`config.mk`:
```
export PLATFORM = sky130hd
export DESIGN_NAME = mem_port_arbiter
export DESIGN_NICKNAME = d
export VERILOG_FILES = /design/src/rtl/mem_port_arbiter.sv
export SDC_FILE = /design/constraint.sdc
export NUM_CORES = 1
export LEC_CHECK = 0
export ABC_AREA = 1
export ABC_CLOCK_PERIOD_IN_PS = 1900
export CAP_MARGIN = 5
export CORE_ASPECT_RATIO = 0.9
export CORE_MARGIN = 3
export CORE_UTILIZATION = 42
export CTS_CLUSTER_SIZE = 14
export DETAILED_ROUTE_END_ITERATION = 16
export PLACE_DENSITY = 0.81
export SLEW_MARGIN = 20
export SYNTH_ARGS = -nofsm -noshare
export SYNTH_HDL_FRONTEND = slang
export SYNTH_SLANG_ARGS = --single-unit
```
`constraint.sdc`:
```
create_clock -name clk -period 1.9 [get_ports clk]
set_input_delay 0.38 -clock clk [delete_from_list [all_inputs] [get_ports clk]]
set_output_delay 0.38 -clock clk [all_outputs]
set_load 0.005 [all_outputs]
```
`src/rtl/mem_port_arbiter.sv`:
```
// Arbitrates the single data-memory port between two store and two load stations,
// and broadcasts returned load data on the tagged loadbus after the memory latency.
module mem_port_arbiter #(
    parameter int MEM_LAT = 2,
    parameter int ADDR_W  = 16,
    parameter int DATA_W  = 32,
    parameter int TAG_W   = 8
) (
    input  logic                    clk,
    input  logic                    rst,
    input  logic [1:0]              st_req,
    input  logic [ADDR_W-1:0]       st0_addr,
    input  logic [ADDR_W-1:0]       st1_addr,
    input  logic [DATA_W-1:0]       st0_data,
    input  logic [DATA_W-1:0]       st1_data,
    output logic [1:0]              st_gnt,
    input  logic [1:0]              ld_req,
    input  logic [ADDR_W-1:0]       ld0_addr,
    input  logic [ADDR_W-1:0]       ld1_addr,
    input  logic [TAG_W-1:0]        ld0_tag,
    input  logic [TAG_W-1:0]        ld1_tag,
    output logic [1:0]              ld_gnt,
    output logic                    mem_en,
    output logic                    mem_we,
    output logic [ADDR_W-1:0]       mem_addr,
    output logic [DATA_W-1:0]       mem_wdata,
    input  logic [DATA_W-1:0]       mem_rdata,
    output logic [TAG_W+DATA_W-1:0] loadbus,
    output logic                    busy
);

    localparam int PIPE_D = MEM_LAT + 1;

    logic [1:0]              st_gnt_q, st_gnt_d;
    logic [1:0]              ld_gnt_q, ld_gnt_d;
    logic                    mem_en_q, mem_en_d;
    logic                    mem_we_q, mem_we_d;
    logic [ADDR_W-1:0]       mem_addr_q, mem_addr_d;
    logic [DATA_W-1:0]       mem_wdata_q, mem_wdata_d;
    logic                    st_ptr_q, st_ptr_d;
    logic                    ld_ptr_q, ld_ptr_d;
    logic                    last_st_q, last_st_d;
    logic [PIPE_D-1:0]       vld_q, vld_d;
    logic [TAG_W-1:0]        tag_q [PIPE_D];
    logic [TAG_W-1:0]        tag_d [PIPE_D];
    logic [TAG_W+DATA_W-1:0] loadbus_q, loadbus_d;
    logic                    busy_q, busy_d;

    logic [1:0]              st_elig_s;
    logic [1:0]              ld_hit_s;
    logic [1:0]              ld_elig_s;
    logic                    st_win_s;
    logic                    ld_win_s;
    logic                    st_idx_s;
    logic                    ld_idx_s;

    function automatic logic rr_pick(input logic [1:0] elig, input logic ptr);
        logic pick;
        if (elig[ptr]) begin
            pick = ptr;
        end else begin
            pick = ~ptr;
        end
        return pick;
    endfunction

    // Eligibility, load/store address hazard and class/station selection.
    // A store being granted this cycle no longer blocks a matching load.
    always_comb begin
        st_elig_s   = st_req & ~st_gnt_q;
        ld_hit_s[0] = (st_elig_s[0] && (st0_addr == ld0_addr)) ||
                      (st_elig_s[1] && (st1_addr == ld0_addr));
        ld_hit_s[1] = (st_elig_s[0] && (st0_addr == ld1_addr)) ||
                      (st_elig_s[1] && (st1_addr == ld1_addr));
        ld_elig_s   = ld_req & ~ld_gnt_q & ~ld_hit_s;
        st_win_s    = (|st_elig_s) && (!(|ld_elig_s) || !last_st_q);
        ld_win_s    = (|ld_elig_s) && !st_win_s;
        st_idx_s    = rr_pick(st_elig_s, st_ptr_q);
        ld_idx_s    = rr_pick(ld_elig_s, ld_ptr_q);
    end

    // Next-state of grants, memory port drive and arbitration pointers.
    always_comb begin
        st_gnt_d    = 2'b00;
        ld_gnt_d    = 2'b00;
        mem_en_d    = 1'b0;
        mem_we_d    = 1'b0;
        mem_addr_d  = mem_addr_q;
        mem_wdata_d = mem_wdata_q;
        st_ptr_d    = st_ptr_q;
        ld_ptr_d    = ld_ptr_q;
        last_st_d   = last_st_q;
        if (st_win_s) begin
            st_gnt_d    = st_idx_s ? 2'b10 : 2'b01;
            mem_en_d    = 1'b1;
            mem_we_d    = 1'b1;
            mem_addr_d  = st_idx_s ? st1_addr : st0_addr;
            mem_wdata_d = st_idx_s ? st1_data : st0_data;
            st_ptr_d    = ~st_idx_s;
            last_st_d   = 1'b1;
        end else if (ld_win_s) begin
            ld_gnt_d    = ld_idx_s ? 2'b10 : 2'b01;
            mem_en_d    = 1'b1;
            mem_we_d    = 1'b0;
            mem_addr_d  = ld_idx_s ? ld1_addr : ld0_addr;
            mem_wdata_d = '0;
            ld_ptr_d    = ~ld_idx_s;
            last_st_d   = 1'b0;
        end else begin
            mem_en_d    = 1'b0;
        end
    end

    // Tag pipeline: stage k holds the tag of the read issued k cycles ago.
    always_comb begin
        vld_d    = {vld_q[PIPE_D-2:0], ld_win_s};
        tag_d[0] = ld_win_s ? (ld_idx_s ? ld1_tag : ld0_tag) : '0;
        for (int k = 1; k < PIPE_D; k++) begin
            tag_d[k] = tag_q[k-1];
        end
        if (vld_q[MEM_LAT]) begin
            loadbus_d = {tag_q[MEM_LAT], mem_rdata};
        end else begin
            loadbus_d = '0;
        end
        busy_d = |vld_d;
    end

    // State and output registers.
    always_ff @(posedge clk) begin
        if (rst) begin
            st_gnt_q    <= 2'b00;
            ld_gnt_q    <= 2'b00;
            mem_en_q    <= 1'b0;
            mem_we_q    <= 1'b0;
            mem_addr_q  <= '0;
            mem_wdata_q <= '0;
            st_ptr_q    <= 1'b0;
            ld_ptr_q    <= 1'b0;
            last_st_q   <= 1'b0;
            vld_q       <= '0;
            for (int k = 0; k < PIPE_D; k++) begin
                tag_q[k] <= '0;
            end
            loadbus_q   <= '0;
            busy_q      <= 1'b0;
        end else begin
            st_gnt_q    <= st_gnt_d;
            ld_gnt_q    <= ld_gnt_d;
            mem_en_q    <= mem_en_d;
            mem_we_q    <= mem_we_d;
            mem_addr_q  <= mem_addr_d;
            mem_wdata_q <= mem_wdata_d;
            st_ptr_q    <= st_ptr_d;
            ld_ptr_q    <= ld_ptr_d;
            last_st_q   <= last_st_d;
            vld_q       <= vld_d;
            for (int k = 0; k < PIPE_D; k++) begin
                tag_q[k] <= tag_d[k];
            end
            loadbus_q   <= loadbus_d;
            busy_q      <= busy_d;
        end
    end

    assign st_gnt    = st_gnt_q;
    assign ld_gnt    = ld_gnt_q;
    assign mem_en    = mem_en_q;
    assign mem_we    = mem_we_q;
    assign mem_addr  = mem_addr_q;
    assign mem_wdata = mem_wdata_q;
    assign loadbus   = loadbus_q;
    assign busy      = busy_q;

endmodule

```
==> flow_summary.json <==
{
  "status": "finished, violations left",
  "tightest_slew_ns": 0.408,
  "n_fill_cell": 1041,
  "die-area_mm2": 0.0156,
  "synthCells": 948,
  "synth_top_area_share": 0.423,
  "fin_ws_ns": -0.176,
  "drt_pre_antenna_iters": 6,
  "multiInputGateArea_mm2": 0.00312,
  "gr-usage-all-layers": 0.271,
  "violations": "setup timing",
  "maxCapViolations": 0,
  "fin_util": 0.769,
  "grt_max_degree": 41,
  "htreeDepth": 4,
  "via_per_inst": 4.80,
  "max_stage_delay_ns": 0.29,
  "die_width_um": 131,
  "synth_edf_count": 0,
  "yosys-top-cells-area": "dfxtp_1 42%, nand2_1 27%, inv_1 6.9%",
  "postRouteAntennaNets": 0,
  "yosysMostFrequentCell": "nand2_1",
  "crit_type": "input port to flop",
  "crit_slowest_cell": "nor3_4",
  "nets": 1474,
  "endpoint_kind": "flop",
  "clock_sinks": 125,
  "register_area_mm2": 0.00250,
  "synth_seq_cells": 125,
  "area_growth_pct": 76.1,
  "grt_overflow": 0,
  "min_period_ns": 2.08,
  "ys.flop_type": "dfxtp_1",
  "clock_latency_ns": 0.41,
  "drtIter0Drc": 580,
  "clock_skew_ns": 0.00939,
  "clk_pin_slew_worst_paths_ns": 0.06,
  "gp_routability_congestion": 0.961,
  "post-route-period-util": 1.09,
  "relSlewSlack": 0.728,
  "fmax_ghz": 0.482,
  "yosysTopAreaCell": "dfxtp_1",
  "chipHeight_um": 119,
  "wirelength_um": 22200,
  "path_delay_family": "simple AND/OR/NAND/NOR gates",
  "drc": 0,
  "path_common_cell": "nand2_1",
  "power.density_mw_per_mm2": 807,
  "stdcell_area_mm2": 0.0104,
  "irDropWorstVdd_mv": 0.684,
  "hold_viol_final": 0,
  "synth_commonest_cells": "424 x nand2_1, 125 x dfxtp_1, 109 x inv_1",
  "port_buffers": 276,
  "initial_core_util": 0.437,
  "seq_area_frac_synth": 0.423,
  "crit_buf_inv": 4,
  "placementRows": 40,
  "grt_pass1_vias": 6678,
  "hold_path_class": "flop to flop",
  "root_buffer": "clkbuf_16",
  "dp_hpwl_um": 15700,
  "hold_buffers": 0,
  "ioPinCount": 277,
  "tritoncts.num_buffers": 17,
  "wl_per_cell_um": 14.8,
  "synthArstFlopShare": 0,
  "syn_nets": 1130,
  "setup_viol_count_final": 60,
  "arrival_ns": 2.43,
  "cp-start-kind": "input port",
  "cts_tree": "done",
  "grt_pass1_wl_um": 33800,
  "placedInstanceArea_mm2": 0.00925,
  "yosysWarnings": 0,
  "antenna_found_initial": 4,
  "slew_viol_final": 0,
  "tns_ns": -6.34,
  "synth.avg_cell_area_um2": 6.25,
  "worstPathRequired_ns": 2.25,
  "path_max_fanout": 4,
  "core_mm2": 0.0136,
  "rsz0062_at_grt": "yes",
  "finalPower_mw": 8.41,
  "p_leak_nw": 5.16,
  "clock_path_buffers": 2,
  "ys_types": 26,
  "synth_area_mm2": 0.00592,
  "crit_chain": "dlygate4sd2_1, inv_1, nand2_1, nand2_1, nor2_1, nand2_1, nor2_2, nand3_2, buf_4, nand4_1, nand2_2, nor3_4, clkbuf_16, nand2_1, nand2_1",
  "drive_gt1_frac": 0.161,
  "dr_total_vias": 7170
}
-- cell families (layout without fill, tap and decap cells) --
group	Yosys count	in the layout	share of synthesized area
compound gates	37	37	0.0325
simple gates	611	611	0.410
flops	125	125	0.423
other cells	0	2	0
xor+xnor	21	21	0.0311
buf+inv	154	510	0.104
-- layout make-up --
cell class	instances	share of cell area
tap	189	0.0227
multi-input combinational	669	0.300
timing repair inverter	2	0.00120
timing repair buffer	359	0.334
sequential	125	0.240
clock buffer	19	0.0425
inverter	118	0.0434
clock inverter	12	0.0155
antenna	2	0.000480
-- layer usage --
metal / vias to the layer above / track usage / share of wire
met3: 55 / 0.103 / 0.10
met1: 3203 / 0.315 / 0.39
met5: - / 0 / 0.0011
li1: 3534 / - / -
met2: 374 / 0.461 / 0.48
met4: 4 / 0.0892 / 0.023
-- what timing repair did --
action | 4_1_cts | 5_1_grt
setup buffers | 14 | 9
setup endpoints to repair | 64 | 64
pin swaps | 33 | 40
gates resized for setup | 106 | 83
cloned | 3 | 4
-- cells in the final DEF, fill, tap and decap left out, types with 4 or more instances in the layout --
| master | count |
|---|---|
| o21ai_1 | 9 |
| nor2_1 | 88 |
| inv_1 | 96 |
| buf_4 | 63 |
| nor2_4 | 5 |
| o21ai_0 | 20 |
| nand3_1 | 56 |
| inv_4 | 4 |
| a21oi_2 | 4 |
| clkdlybuf4s50_1 | 210 |
| nand2_2 | 15 |
| nand2_1 | 401 |
| clkbuf_16 | 19 |
| xor2_1 | 4 |
| dlygate4sd2_1 | 61 |
| nand3_2 | 18 |
| inv_2 | 19 |
| buf_12 | 7 |
| nand2_4 | 11 |
| nor2_2 | 9 |
| buf_6 | 8 |
| xnor2_1 | 14 |
| dfxtp_1 | 123 |
-- worst min-delay path: stages (launching register included) --
cell and delay (ns):
dfxtp_1 0.29, inv_1 0.04, nor2_1 0.03
-- stage by stage --
step / hold slack [ns] / cells / setup slack [ns]
after floorplan: 0.388 / 948 / 0.184
after global placement: 0.389 / 1436 / -0.594
after detailed placement: 0.396 / 1436 / -0.657
after CTS: 0.399 / 1483 / 0.00116
after global routing: 0.413 / 1495 / -0.226
final: 0.399 / 1495 / -0.176
-- registers in the layout, summed over array words and instances, names as in the netlist, 2 cells and up --
signal / count
mem_wdata: 32
tag_q: 24
vld_q: 3
mem_addr: 16
st_gnt: 2
ld_gnt: 2
loadbus: 40
-- where the power goes --
| part | leakage (nW) | switching [mW] | internal [mW] |
|---|---|---|---|
| Clock | 0.286 | 1.20 | 2.10 |
| Sequential | 1.02 | 0.114 | 2.81 |
| Combinational | 3.85 | 1.08 | 1.10 |
-- path summary, 6_finish.rpt --
check,start,end,slack (ns),depth (start not counted)
worst min-delay path,tag_q[0][3],tag_q[1][3],0.40,2
worst max register to register,st_gnt[0],tag_q[0][2],-0.07,15
worst min register to register,tag_q[0][3],tag_q[1][3],0.40,2
worst max-delay path,st0_addr[10],tag_q[0][2],-0.18,15
No activity file was read; power rests on OpenSTA's default activity.
